## config.mk

```make
export PLATFORM = sky130hd
export DESIGN_NAME = fifo_read_serializer
export DESIGN_NICKNAME = d
export VERILOG_FILES = /design/src/rtl/fifo_read_serializer.sv
export SDC_FILE = /design/constraint.sdc
export NUM_CORES = 1
export LEC_CHECK = 0
export BUFFER_PORTS_ARGS = -buffer_cell sky130_fd_sc_hd__buf_4
export CAP_MARGIN = 20
export CORE_MARGIN = 2
export CORE_UTILIZATION = 35
export CTS_CLUSTER_SIZE = 20
export DETAILED_ROUTE_END_ITERATION = 7
export GPL_ROUTABILITY_DRIVEN = 0
export GPL_TIMING_DRIVEN = 0
export SLEW_MARGIN = 20
export SYNTH_ARGS = -nofsm -noshare
export SYNTH_HDL_FRONTEND = slang
export SYNTH_SLANG_ARGS = --single-unit
```

## constraint.sdc

```tcl
create_clock -name clk -period 3.4 [get_ports clk]
set_input_delay 0.34 -clock clk [delete_from_list [all_inputs] [get_ports clk]]
set_output_delay 0.34 -clock clk [all_outputs]
set_load 0.01 [all_outputs]
```

## src/rtl/fifo_read_serializer.sv

```systemverilog
// -----------------------------------------------------------------------------
// fifo_read_serializer
//
// Drains a multi-ported FIFO onto a single valid/ready stream. In IDLE it looks
// at how many words the FIFO currently offers, issues one read-enable cycle for
// up to MAX_BURST of them, captures the registered read data one cycle later,
// and then plays the captured words out in port order (port 0 first). Port
// ordering matches the FIFO's rule that port r returns the r-th oldest word.
//
// Ports:
//   clk           - clock, all state on rising edge
//   rst           - asynchronous active-high reset
//   fifo_rd_en    - read enables to the FIFO (contiguous mask from bit 0)
//   fifo_rd_data  - FIFO registered read data, port r at [r*DATA_WIDTH +: DATA_WIDTH]
//   fifo_rd_valid - FIFO per-port availability (port r high when > r words held)
//   m_valid       - output word valid
//   m_ready       - downstream accepts the word
//   m_data        - output word
//   m_first       - first word of a burst
//   m_last        - last word of a burst
//   busy          - high whenever the FSM is not in IDLE
//   word_count    - running count of output handshakes, wraps modulo 2^32
// -----------------------------------------------------------------------------
module fifo_read_serializer #(
    parameter int DATA_WIDTH     = 32,
    parameter int NUM_READ_PORTS = 2,
    parameter int MAX_BURST      = NUM_READ_PORTS
) (
    input  logic                                 clk,
    input  logic                                 rst,
    output logic [NUM_READ_PORTS-1:0]            fifo_rd_en,
    input  logic [NUM_READ_PORTS*DATA_WIDTH-1:0] fifo_rd_data,
    input  logic [NUM_READ_PORTS-1:0]            fifo_rd_valid,
    output logic                                 m_valid,
    input  logic                                 m_ready,
    output logic [DATA_WIDTH-1:0]                m_data,
    output logic                                 m_first,
    output logic                                 m_last,
    output logic                                 busy,
    output logic [31:0]                          word_count
);

    localparam int CW = $clog2(MAX_BURST + 1);

    typedef enum logic [1:0] {
        IDLE,
        WAIT,
        DRAIN
    } state_t;

    state_t                  state_q, state_d;
    logic [CW-1:0]           burstLen_q, burstLen_d;
    logic [CW-1:0]           idx_q, idx_d;
    logic [31:0]             wordCount_q, wordCount_d;

    // Buffer is indexed by port number. Entries at or above MAX_BURST are
    // never loaded and fold away in synthesis; sizing it by port count keeps
    // every read-data lane connected for any legal parameter choice.
    logic [DATA_WIDTH-1:0]   buf_q [NUM_READ_PORTS];
    logic [DATA_WIDTH-1:0]   buf_d [NUM_READ_PORTS];

    logic [CW-1:0]           runLen;
    logic                    runBroken;
    logic [NUM_READ_PORTS-1:0] rdEn;
    logic [DATA_WIDTH-1:0]   curWord;
    logic                    isLast;
    logic                    inDrain;

    // Length of the unbroken run of available ports starting at port 0,
    // capped at MAX_BURST. Anything above the first gap is ignored so a
    // non-thermometer availability pattern never causes an out-of-order read.
    always_comb begin
        runLen    = '0;
        runBroken = 1'b0;
        for (int r = 0; r < NUM_READ_PORTS; r++) begin
            if (!runBroken && fifo_rd_valid[r] && (r < MAX_BURST)) begin
                runLen = CW'(r + 1);
            end else begin
                runBroken = 1'b1;
            end
        end
    end

    // Select the buffered word currently being presented.
    always_comb begin
        curWord = '0;
        for (int r = 0; r < NUM_READ_PORTS; r++) begin
            if (int'(idx_q) == r) begin
                curWord = buf_q[r];
            end
        end
    end

    assign isLast  = (idx_q == (burstLen_q - CW'(1)));
    assign inDrain = (state_q == DRAIN);

    // Next-state logic. Read enables exist only in IDLE, so every burst gets
    // exactly one read-enable cycle and a stalled DRAIN never pulls more words.
    always_comb begin
        state_d     = state_q;
        burstLen_d  = burstLen_q;
        idx_d       = idx_q;
        wordCount_d = wordCount_q;
        buf_d       = buf_q;
        rdEn        = '0;
        case (state_q)
            IDLE: begin
                if (runLen != '0) begin
                    for (int r = 0; r < NUM_READ_PORTS; r++) begin
                        rdEn[r] = (r < int'(runLen));
                    end
                    burstLen_d = runLen;
                    state_d    = WAIT;
                end
            end
            WAIT: begin
                // FIFO read registers now hold the words requested last cycle.
                for (int r = 0; r < NUM_READ_PORTS; r++) begin
                    if (r < int'(burstLen_q)) begin
                        buf_d[r] = fifo_rd_data[r*DATA_WIDTH +: DATA_WIDTH];
                    end
                end
                idx_d   = '0;
                state_d = DRAIN;
            end
            DRAIN: begin
                if (m_ready) begin
                    wordCount_d = wordCount_q + 32'd1;
                    if (isLast) begin
                        state_d = IDLE;
                    end else begin
                        idx_d = idx_q + CW'(1);
                    end
                end
            end
            default: begin
                state_d = IDLE;
            end
        endcase
    end

    // State and datapath registers. Reset throws away any partially drained
    // burst; words already pulled from the FIFO are intentionally lost.
    always_ff @(posedge clk or posedge rst) begin
        if (rst) begin
            state_q     <= IDLE;
            burstLen_q  <= '0;
            idx_q       <= '0;
            wordCount_q <= '0;
            for (int r = 0; r < NUM_READ_PORTS; r++) begin
                buf_q[r] <= '0;
            end
        end else begin
            state_q     <= state_d;
            burstLen_q  <= burstLen_d;
            idx_q       <= idx_d;
            wordCount_q <= wordCount_d;
            buf_q       <= buf_d;
        end
    end

    // Outputs are gated by rst so they drop in the same cycle reset rises,
    // including the combinational read enables that depend on fifo_rd_valid.
    assign fifo_rd_en = rst ? '0 : rdEn;
    assign m_valid    = !rst && inDrain;
    assign m_data     = (!rst && inDrain) ? curWord : '0;
    assign m_first    = !rst && inDrain && (idx_q == '0);
    assign m_last     = !rst && inDrain && isLast;
    assign busy       = !rst && (state_q != IDLE);
    assign word_count = wordCount_q;

endmodule

```

Word level (Yosys, flattened, before mapping)
Index checks and enable logic that the tools add are counted.
{"block": "totals", "inputBits": 69, "elab_cells": 54, "regBits": 102}
{"block": "classes", "n_eq_ne": 8, "n_mux": 15, "n_lt_le_gt_ge": 4, "n_addsub": 3, "n_reduce_logical": 18}
{"op": "$mux 32", "n": 3}
{"op": "$add 32x1->32 const B", "n": 1}
{"op": "$mux 2", "n": 9}
{"op": "$lt 1x2->1 const A", "n": 4}
{"op": "$ne 2x2->1 const B", "n": 4}
{"op": "$reduce_and 2->1", "n": 4}
{"op": "$logic_not 2->1", "n": 3}
{"op": "$pmux 2 s3", "n": 1}
{"op": "$reduce_and 3->1", "n": 2}
{"op": "$reduce_bool 2->1", "n": 3}
{"op": "$logic_and 1x1->1", "n": 5}
{"op": "$eq 2x2->1 const B", "n": 2}
{"op": "$pmux 2 s2", "n": 1}
{"op": "$add 2x1->2 const B", "n": 1}
{"op": "$eq 2x1->1 const B", "n": 1}
{"op": "$eq 2x2->1", "n": 1}
{"op": "$sub 2x1->2 const B", "n": 1}
{"op": "$logic_not 1->1", "n": 1}
{"op": "$mux 1", "n": 1}

Logic depth before layout (Yosys ltp)
Gate-level depths: netlist of the first run.
{"block": "depth", "depth_word": 6, "ltp_mapped": 7, "ltp_nobuf": 6}

Worst setup path before layout of the first run
Ideal clock, no wire load.
{"block": "synth_timing", "path_type": "input-to-output", "startpoint": "input rst", "endpoint": "output m_data[10]", "arrival_ns": 3.198, "path_slack_ns": -0.138, "n_path_buf": 2, "cell_stages": 5, "cell_sequence": "inv_1 -> nand2b_1 -> clkbuf_1 -> clkbuf_1 -> nor2_1"}
{"block": "synth_via", "elab_chain_len": 3}
{"item": "start: declaration", "line": "30", "text": "input logic rst,"}
{"item": "$logic_not 1->1", "line": "166", "text": "assign m_data = (!rst && inDrain) ? curWord : '0;"}
{"item": "$logic_and 1x1->1", "line": "166"}
{"item": "$mux 32", "line": "166"}
{"item": "end: declaration", "line": "36", "text": "output logic [DATA_WIDTH-1:0] m_data,"}
No other way between the ends.

Worst setup path after layout of the first run
{"block": "layout_timing", "startpoint": "register idx_q[0]", "endpoint": "output m_data[14]"}
{"block": "layout_via", "elab_chain_len": 4, "elab_cells_between_ends": 5}
{"item": "start: declaration", "line": "53", "text": "logic [CW-1:0] idx_q, idx_d;"}
{"item": "start signal: assignment", "line": "156", "text": "idx_q <= idx_d;"}
{"item": "$logic_not 2->1", "line": "88", "text": "if (int'(idx_q) == r) begin"}
{"item": "$mux 32", "line": "88"}
{"item": "$mux 32 (*)", "line": "88"}
{"item": "$mux 32 (*)", "line": "166"}
Mark *: on every way between the ends. The rest lies on a longest branch, timed or not.

==> impl_metrics.csv, run 1 <==
group,metric,value,unit
run_status,status,"completed",
critical_path,worstPathCellList,"inv_1 > ha_1 > nor2b_1 > clkbuf_1 > buf_1 > a22oi_1 > nor2_1 > buf_4",
clock_network,cts_buffer_depth,2,
power_and_ir_drop,switching_share,32.47,%
global_route,grt_pass1_wl,18.85,mm
final_layout,fillers,1224,
logic_synthesis,ys_seq_area_share,54.72,%
final_layout,drive_gt1_share,41.20,%
critical_path,crit_slowest_cell,"buf_1",
placed_design,dp_hpwl,8.630,mm
clock_network,cts_buffers,9,
global_route,grt_pass1_vias,3631,
routing,wl_per_cell,15.98,um
critical_path,worst_ep_required_time,3.06,ns
power_and_ir_drop,pwr-share-comb,35.3,%
logic_synthesis,netlist_instances,393,
die,io_pins,139,
routing,ant_nets,0,
die,die_y,119.4,um
die,die_w,119.4,um
critical_path,cp-end-kind,"output port",
placed_design,port_buffers,138,
timing,fmax,328.4,MHz
power_and_ir_drop,p_leak,2.974,nW
die,fp-row-count,42,
final_layout,fin_nets,620,
timing,finalSetupTns,0,ns
critical_path,path_class,"reg -> out",
routing,viasPerCell,4.887,
final_layout,final_area,6286,um^2
global_route,antenna_found_initial,0,
final_layout,syn2layout_area_growth,34.76,%
timing,period_needed,3.045,ns
routing,drt_iter0_drc,135,
job,drv_cap,0,
critical_path,r2r_slack,1.24,ns
logic_synthesis,ys_ff_latch,102,
power_and_ir_drop,clkPwrFrac,22.3,%
logic_synthesis,ys.warnings.count,0,
final_layout,final_core_util,47.85,%
critical_path,timing.rr.start,"burstLen_q[0]",
logic_synthesis,yosysMostFrequentCell,"dfrtp_1",
logic_synthesis,async_reset_ff_share,100.0,%
critical_path,worst_path_largest_cell_delay,0.50,ns
timing,slew_headroom,50.69,%
clock_network,cts-htree-levels,3,
die,coreArea,13140,um^2
critical_path,cp_max_fo,10,
critical_path,critPathArrivalTime,2.71,ns
clock_network,cts_tree,"built",
power_and_ir_drop,ir_drop,0.0002660,V
timing,tightest_slew,0.7340,ns
power_and_ir_drop,power.switching,1.474,mW
clock_network,cts_root_buf,"clkbuf_16",
logic_synthesis,yosys-top-cells-count,"dfrtp_1, mux2_2, nor2_1, a22oi_1, nand2_1",
placed_design,dpl_cell_area,5984,um^2
hold_path,hold_path_depth,2,
timing,setup_slack,0.3545,ns
die,die-area,14270,um^2
logic_synthesis,synth_edf_count,0,
final_layout,num_antenna_cells,0,
die,start_util,35.50,%
clock_network,postCtsSetupBuffers,0,
logic_synthesis,syn-cell-area,4664,um^2
routing,routed-via-count,3553,
logic_synthesis,synth_cell_types,34,
hold_path,worstHoldStart,"fifo_rd_data[22]",
routing,post-route-drc-count,0,
power_and_ir_drop,p_total,4.538,mW
power_and_ir_drop,seq_power_share,42.4,%
final_layout,multiInputGateArea,1997,um^2
routing,drt_pass1_iterations,4,
critical_path,reg2reg_depth,4,
placed_design,pre_cts_slack,0.6758,ns
logic_synthesis,synth_top_area_share,54.72,%
global_route,grt_max_degree,34,
clock_network,clock_sinks,102,
timing,fin_crit_sh,89.57,%
logic_synthesis,synth_ff_type,"dfrtp_1",
logic_synthesis,syn_area_per_cell,11.87,um^2
routing,wl,11.62,mm
global_route,grt.total_usage,16.89,%
hold_path,min_path_type,"in -> reg",
final_layout,seq_area,2552,um^2
logic_synthesis,synth_nets,467,
critical_path,startpoint_type,"flop",
power_and_ir_drop,power_density,721.9,nW/um^2
hold_path,min_to,"buf_q[54]",
critical_path,rr_endpoint,"buf_q[9]",
timing,hold_viol_final,0,
clock_network,insertion_delay,0.34,ns
logic_synthesis,synth_top_cell_by_area,"dfrtp_1",
timing,clock_skew,0.004463,ns
timing,report.final.slew_viol_count,0,
power_and_ir_drop,p_int,3.064,mW
logic_synthesis,synth_area_leaders,"dfrtp_1, mux2_2, a22oi_1",
timing,setup_violations,0,
clock_network,cts.clk_slew.worst_paths,0.07,ns
timing,rsz0062_at_grt,"no",
global_route,overflow,0,
==> how the worst max path moves through the flow <==
stage | from | end | slack (ns) | cells after the start
after floorplan | rst | m_data[22] | 0.40 | 5
after global placement | rst | m_data[30] | -0.92 | 7
after CTS | idx_q[0] | m_data[14] | 0.31 | 8
after detailed placement | idx_q[0] | m_data[9] | 0.68 | 8
after global routing | idx_q[0] | m_data[14] | 0.16 | 8
final | idx_q[0] | m_data[14] | 0.35 | 8
==> cells in the final DEF, fill, tap and decap left out, types with 3 or more instances in the layout <==
cell          n
ha_1          5
a22oi_1      27
buf_2         5
a21oi_1       7
mux2_2       59
buf_12        3
clkbuf_1     15
and3_1        4
nor2_1       45
inv_1         8
nand2_1      19
clkinvlp_4    3
nand3_1       5
nor3_1        5
and4_1        6
dfrtp_1     102
and2_1        3
nor4_2        5
xnor2_1      17
xor2_1       16
nand4_1      12
clkbuf_16     9
a22o_1        3
mux2_1        6
buf_4       138
nand2b_1      3
==> state kept, by name, indices dropped and copies added (netlist names) <==
register and flops:
burstLen_q 2, word_count 32, buf_q 64, idx_q 2, state_q 2
==> power groups by stage <==
| stage | Sequential (mW) | Clock [mW] | Combinational (mW) |
|---|---|---|---|
| floorplan | 1.88 | 0 | 1.11 |
| global placement | 1.92 | 0 | 1.58 |
| detailed placement | 1.95 | 0 | 1.63 |
| CTS | 1.93 | 1.06 | 1.63 |
| global route | 1.99 | 1.10 | 1.77 |
| finish | 1.93 | 1.01 | 1.60 |
==> final cells by class <==
type                    instances  area share (%)
multi-input cells             262           31.77
flip-flops and latches        102           40.61
repair buffers                142           17.60
plain buffers                  20           1.294
clock inverters                 5          0.9355
clock buffers                  11           3.702
well taps                     176           3.503
inverters                       9          0.5971
==> stage by stage <==
| stage | hold slack [ns] | std cells |
|---|---|---|
| floorplan | 0.4590 | 393 |
| global placement | 0.4579 | 707 |
| detailed placement | 0.3519 | 710 |
| CTS | 0.1991 | 727 |
| global route | 0.2067 | 727 |
| finish | 0.2169 | 727 |
==> routing by layer <==
| layer | wire length (um) | vias to the layer above | part of all wire (%) | GRT usage (%) |
|---|---|---|---|---|
| met5 | 0 | - | 0 | 0 |
| met4 | 182 | 0 | 1.6 | 4.853 |
| met3 | 912 | 14 | 7.8 | 6.178 |
| met2 | 5396 | 129 | 46 | 26.39 |
| met1 | 5128 | 1725 | 44 | 22.07 |
| li1 | - | 1685 | - | - |
==> repair_timing <==
item	CTS	global route
hold endpoints to repair	10	0
hold buffers	1	0
gates resized for setup	0	0
==> worst max-delay path: cells and delay by family (launching register included) <==
kind | cells | cell delay (ns)
AO/OA/AOI/OAI | 1 | 0.17
adder cells (fa/ha/maj) | 1 | 0.31
AND/OR/NAND/NOR | 2 | 0.31
flip-flops | 1 | 0.45
buffers and inverters | 4 | 1.11
==> cells by family after synthesis <==
kind of cell	count (synthesis)	share of synthesized area (%)
DFF	102	54.72
AOI/OAI and AO/OA	42	6.384
adders and majority gates	5	1.341
muxes	65	15.69
xor gates and xnor gates	33	6.196
and+or+nand+nor	117	13.20
buffers and inverters	29	2.468
No activity file was read; power rests on OpenSTA's default activity.
==> run 2: changes to the inputs <==
- ABC_AREA: not set -> 1
- CORE_ASPECT_RATIO: not set -> 0.6
==> run 2 against run 1 <==
Net effect:
- register-to-register slack improved by 0.51 ns
- area after synthesis up 10%
- critical path depth down 1
- synthesized cell count up 51%
- final area grew 7.6%
- worst setup slack gained 0.54 ns
- clock power hardly changed
- via count is 24% higher
- maximum frequency is 22% higher
==> impl_metrics.csv, run 2 <==
group,metric,value,unit
logic_synthesis,yosysMostFrequentCell,"nand2_1",
logic_synthesis,synth_nets,669,
final_layout,seq_area,2552,um^2
clock_network,cts_tree,"built",
logic_synthesis,synth_top_area_share,49.66,%
logic_synthesis,synth_edf_count,0,
clock_network,insertion_delay,0.34,ns
final_layout,top_register,"buf_q",
critical_path,critPathArrivalTime,2.16,ns
clock_network,cts_buffers,9,
clock_network,cts.clk_slew.worst_paths,0.08,ns
final_layout,drive_gt1_share,31.03,%
die,start_util,35.64,%
clock_network,postCtsSetupBuffers,0,
timing,clock_skew,0.01282,ns
global_route,grt_pass1_wl,21.58,mm
routing,drt_pass1_iterations,4,
final_layout,final_core_util,46.89,%
critical_path,r2r_slack,1.75,ns
final_layout,fin_nets,820,
critical_path,cp-end-kind,"output port",
logic_synthesis,synth_top_cell_by_area,"dfrtp_1",
timing,rsz0062_at_grt,"no",
logic_synthesis,ys.warnings.count,0,
logic_synthesis,ys_seq_area_share,49.66,%
timing,holdWs,0.2283,ns
timing,fin_crit_sh,73.64,%
logic_synthesis,synth_cell_types,27,
timing,setup_slack,0.8964,ns
final_layout,final_common_cell,"nand2_1",
logic_synthesis,async_reset_ff_share,100.0,%
timing,fmax,399.4,MHz
critical_path,worstPathCellList,"ha_1 > clkbuf_1 > nor2_1 > buf_2 > nand2_1 > a21oi_1 > buf_4",
clock_network,clock_sinks,102,
die,die_y,97.87,um
critical_path,worst_path_largest_cell_delay,0.42,ns
critical_path,crit_slowest_cell,"dfrtp_1",
timing,tightest_slew,0.5034,ns
logic_synthesis,ys_ff_latch,102,
hold_path,min_path_type,"in -> reg",
clock_network,cts_root_buf,"clkbuf_16",
die,coreArea,14420,um^2
logic_synthesis,netlist_instances,595,
logic_synthesis,synth_area_leaders,"dfrtp_1, nand2_1, mux2_2",
timing,hold_viol_final,0,
timing,setup_violations,0,
power_and_ir_drop,ir_drop,0.0002857,V
final_layout,multiInputGateArea,2197,um^2
final_layout,final_cell_mix,"nand2_1, buf_4, dfrtp_1, inv_1, nor2_1",
die,die_w,160.4,um
routing,wl_per_cell,14.23,um
clock_network,cts_buffer_depth,2,
logic_synthesis,yosys-top-cells-count,"nand2_1, dfrtp_1, inv_1, nor2_1",
routing,routed-via-count,4416,
critical_path,startpoint_type,"flop",
timing,report.final.slew_viol_count,0,
clock_network,cts-htree-levels,3,
logic_synthesis,synth_ff_type,"dfrtp_1",
placed_design,port_buffers,138,
critical_path,worst_ep_required_time,3.06,ns
timing,slew_headroom,66.44,%
final_layout,fillers,1420,
routing,post-route-drc-count,0,
critical_path,cp_max_fo,10,
routing,viasPerCell,4.653,
logic_synthesis,syn-cell-area,5140,um^2
global_route,antenna_found_initial,0,
power_and_ir_drop,p_leak,3.297,nW
placed_design,pre_cts_slack,1.260,ns
global_route,overflow,0,
critical_path,path_class,"reg -> out",
final_layout,largest_register_ffs,64,
global_route,grt.total_usage,17.26,%
power_and_ir_drop,p_total,4.500,mW
job,drv_cap,0,
global_route,grt_pass1_vias,4185,
routing,drt_iter0_drc,266,
routing,ant_nets,0,
die,fp-row-count,34,
final_layout,num_antenna_cells,0,
run_status,status,"completed",
die,die-area,15700,um^2
placed_design,dp_hpwl,10.64,mm
logic_synthesis,syn_area_per_cell,8.639,um^2
routing,wl,13.51,mm
die,io_pins,139,
final_layout,syn2layout_area_growth,31.55,%
timing,period_needed,2.504,ns
power_and_ir_drop,power_density,665.5,nW/um^2
global_route,grt_max_degree,71,
## run 2: cell families after synthesis
| kind of cell | synth area share (%) |
|---|---|
| xor+xnor | 2.726 |
| flops | 49.66 |
| buf+inv | 7.595 |
| compound gates | 8.228 |
| simple gates | 23.56 |
| fa+ha+maj | 1.217 |
| mux | 7.011 |
## run 2: through the flow
stage / instances / cell area (um^2) / setup TNS, ns
2_1_floorplan: 595 / 5140 / 0
3_3_place_gp: 931 / 6424 / -100.95
3_5_place_dp: 932 / 6456 / 0
4_1_cts: 949 / 6761 / 0
5_1_grt: 949 / 6761 / 0
6_report: 949 / 6761 / 0
## run 2: worst max-delay path, delay by kind of cell, from the launching register on
family,cells,cell delay [ns]
buffers and inverters,3,0.63
adders and majority gates,1,0.21
AOI/OAI and AO/OA,1,0.22
DFF,1,0.42
and+or+nand+nor,2,0.36
## run 2: layer usage
metal,vias up,part of all wire (%),GRT usage (%)
li1,2187,-,-
met1,2091,53,27.12
met2,131,41,24.27
met3,7,5.8,3.951
met4,0,0.62,2.911
met5,-,0,0
## run 2: final timing paths
path                                  end        startpoint  cells past startpoint
max                            m_data[15]          idx_q[0]                      7
min                             buf_q[20]  fifo_rd_data[52]                      2
max reg2reg                word_count[14]     word_count[1]                      8
min reg2reg                     buf_q[57]         buf_q[57]                      2
max in group asynchronous  word_count[30]               rst                      4
min in group asynchronous       buf_q[16]               rst                      3
## run 2: report_power, final
part	total, mW	switching (mW)	leakage, nW	internal, mW
clock	1.02	0.485	0.146	0.530
sequential	1.91	0.254	1.27	1.65
combinational	1.58	0.856	1.88	0.720
## run 2: timing repair
| item | CTS | global route |
|---|---|---|
| endpoints found under the setup margin | 0 | 0 |
| hold endpoints to repair | 1 | 0 |
| hold buffers | 1 | 0 |
| gates resized for setup | 0 | 0 |
## run 2: cell type report
type / count / share of cell area (%)
Timing Repair Buffer: 140 / 15.88
Inverter: 65 / 3.682
Clock buffer: 10 / 3.534
Multi-Input combinational cell: 407 / 32.49
Clock inverter: 6 / 0.8327
Buffer: 21 / 2.165
Sequential cell: 102 / 37.75
Tap cell: 198 / 3.664
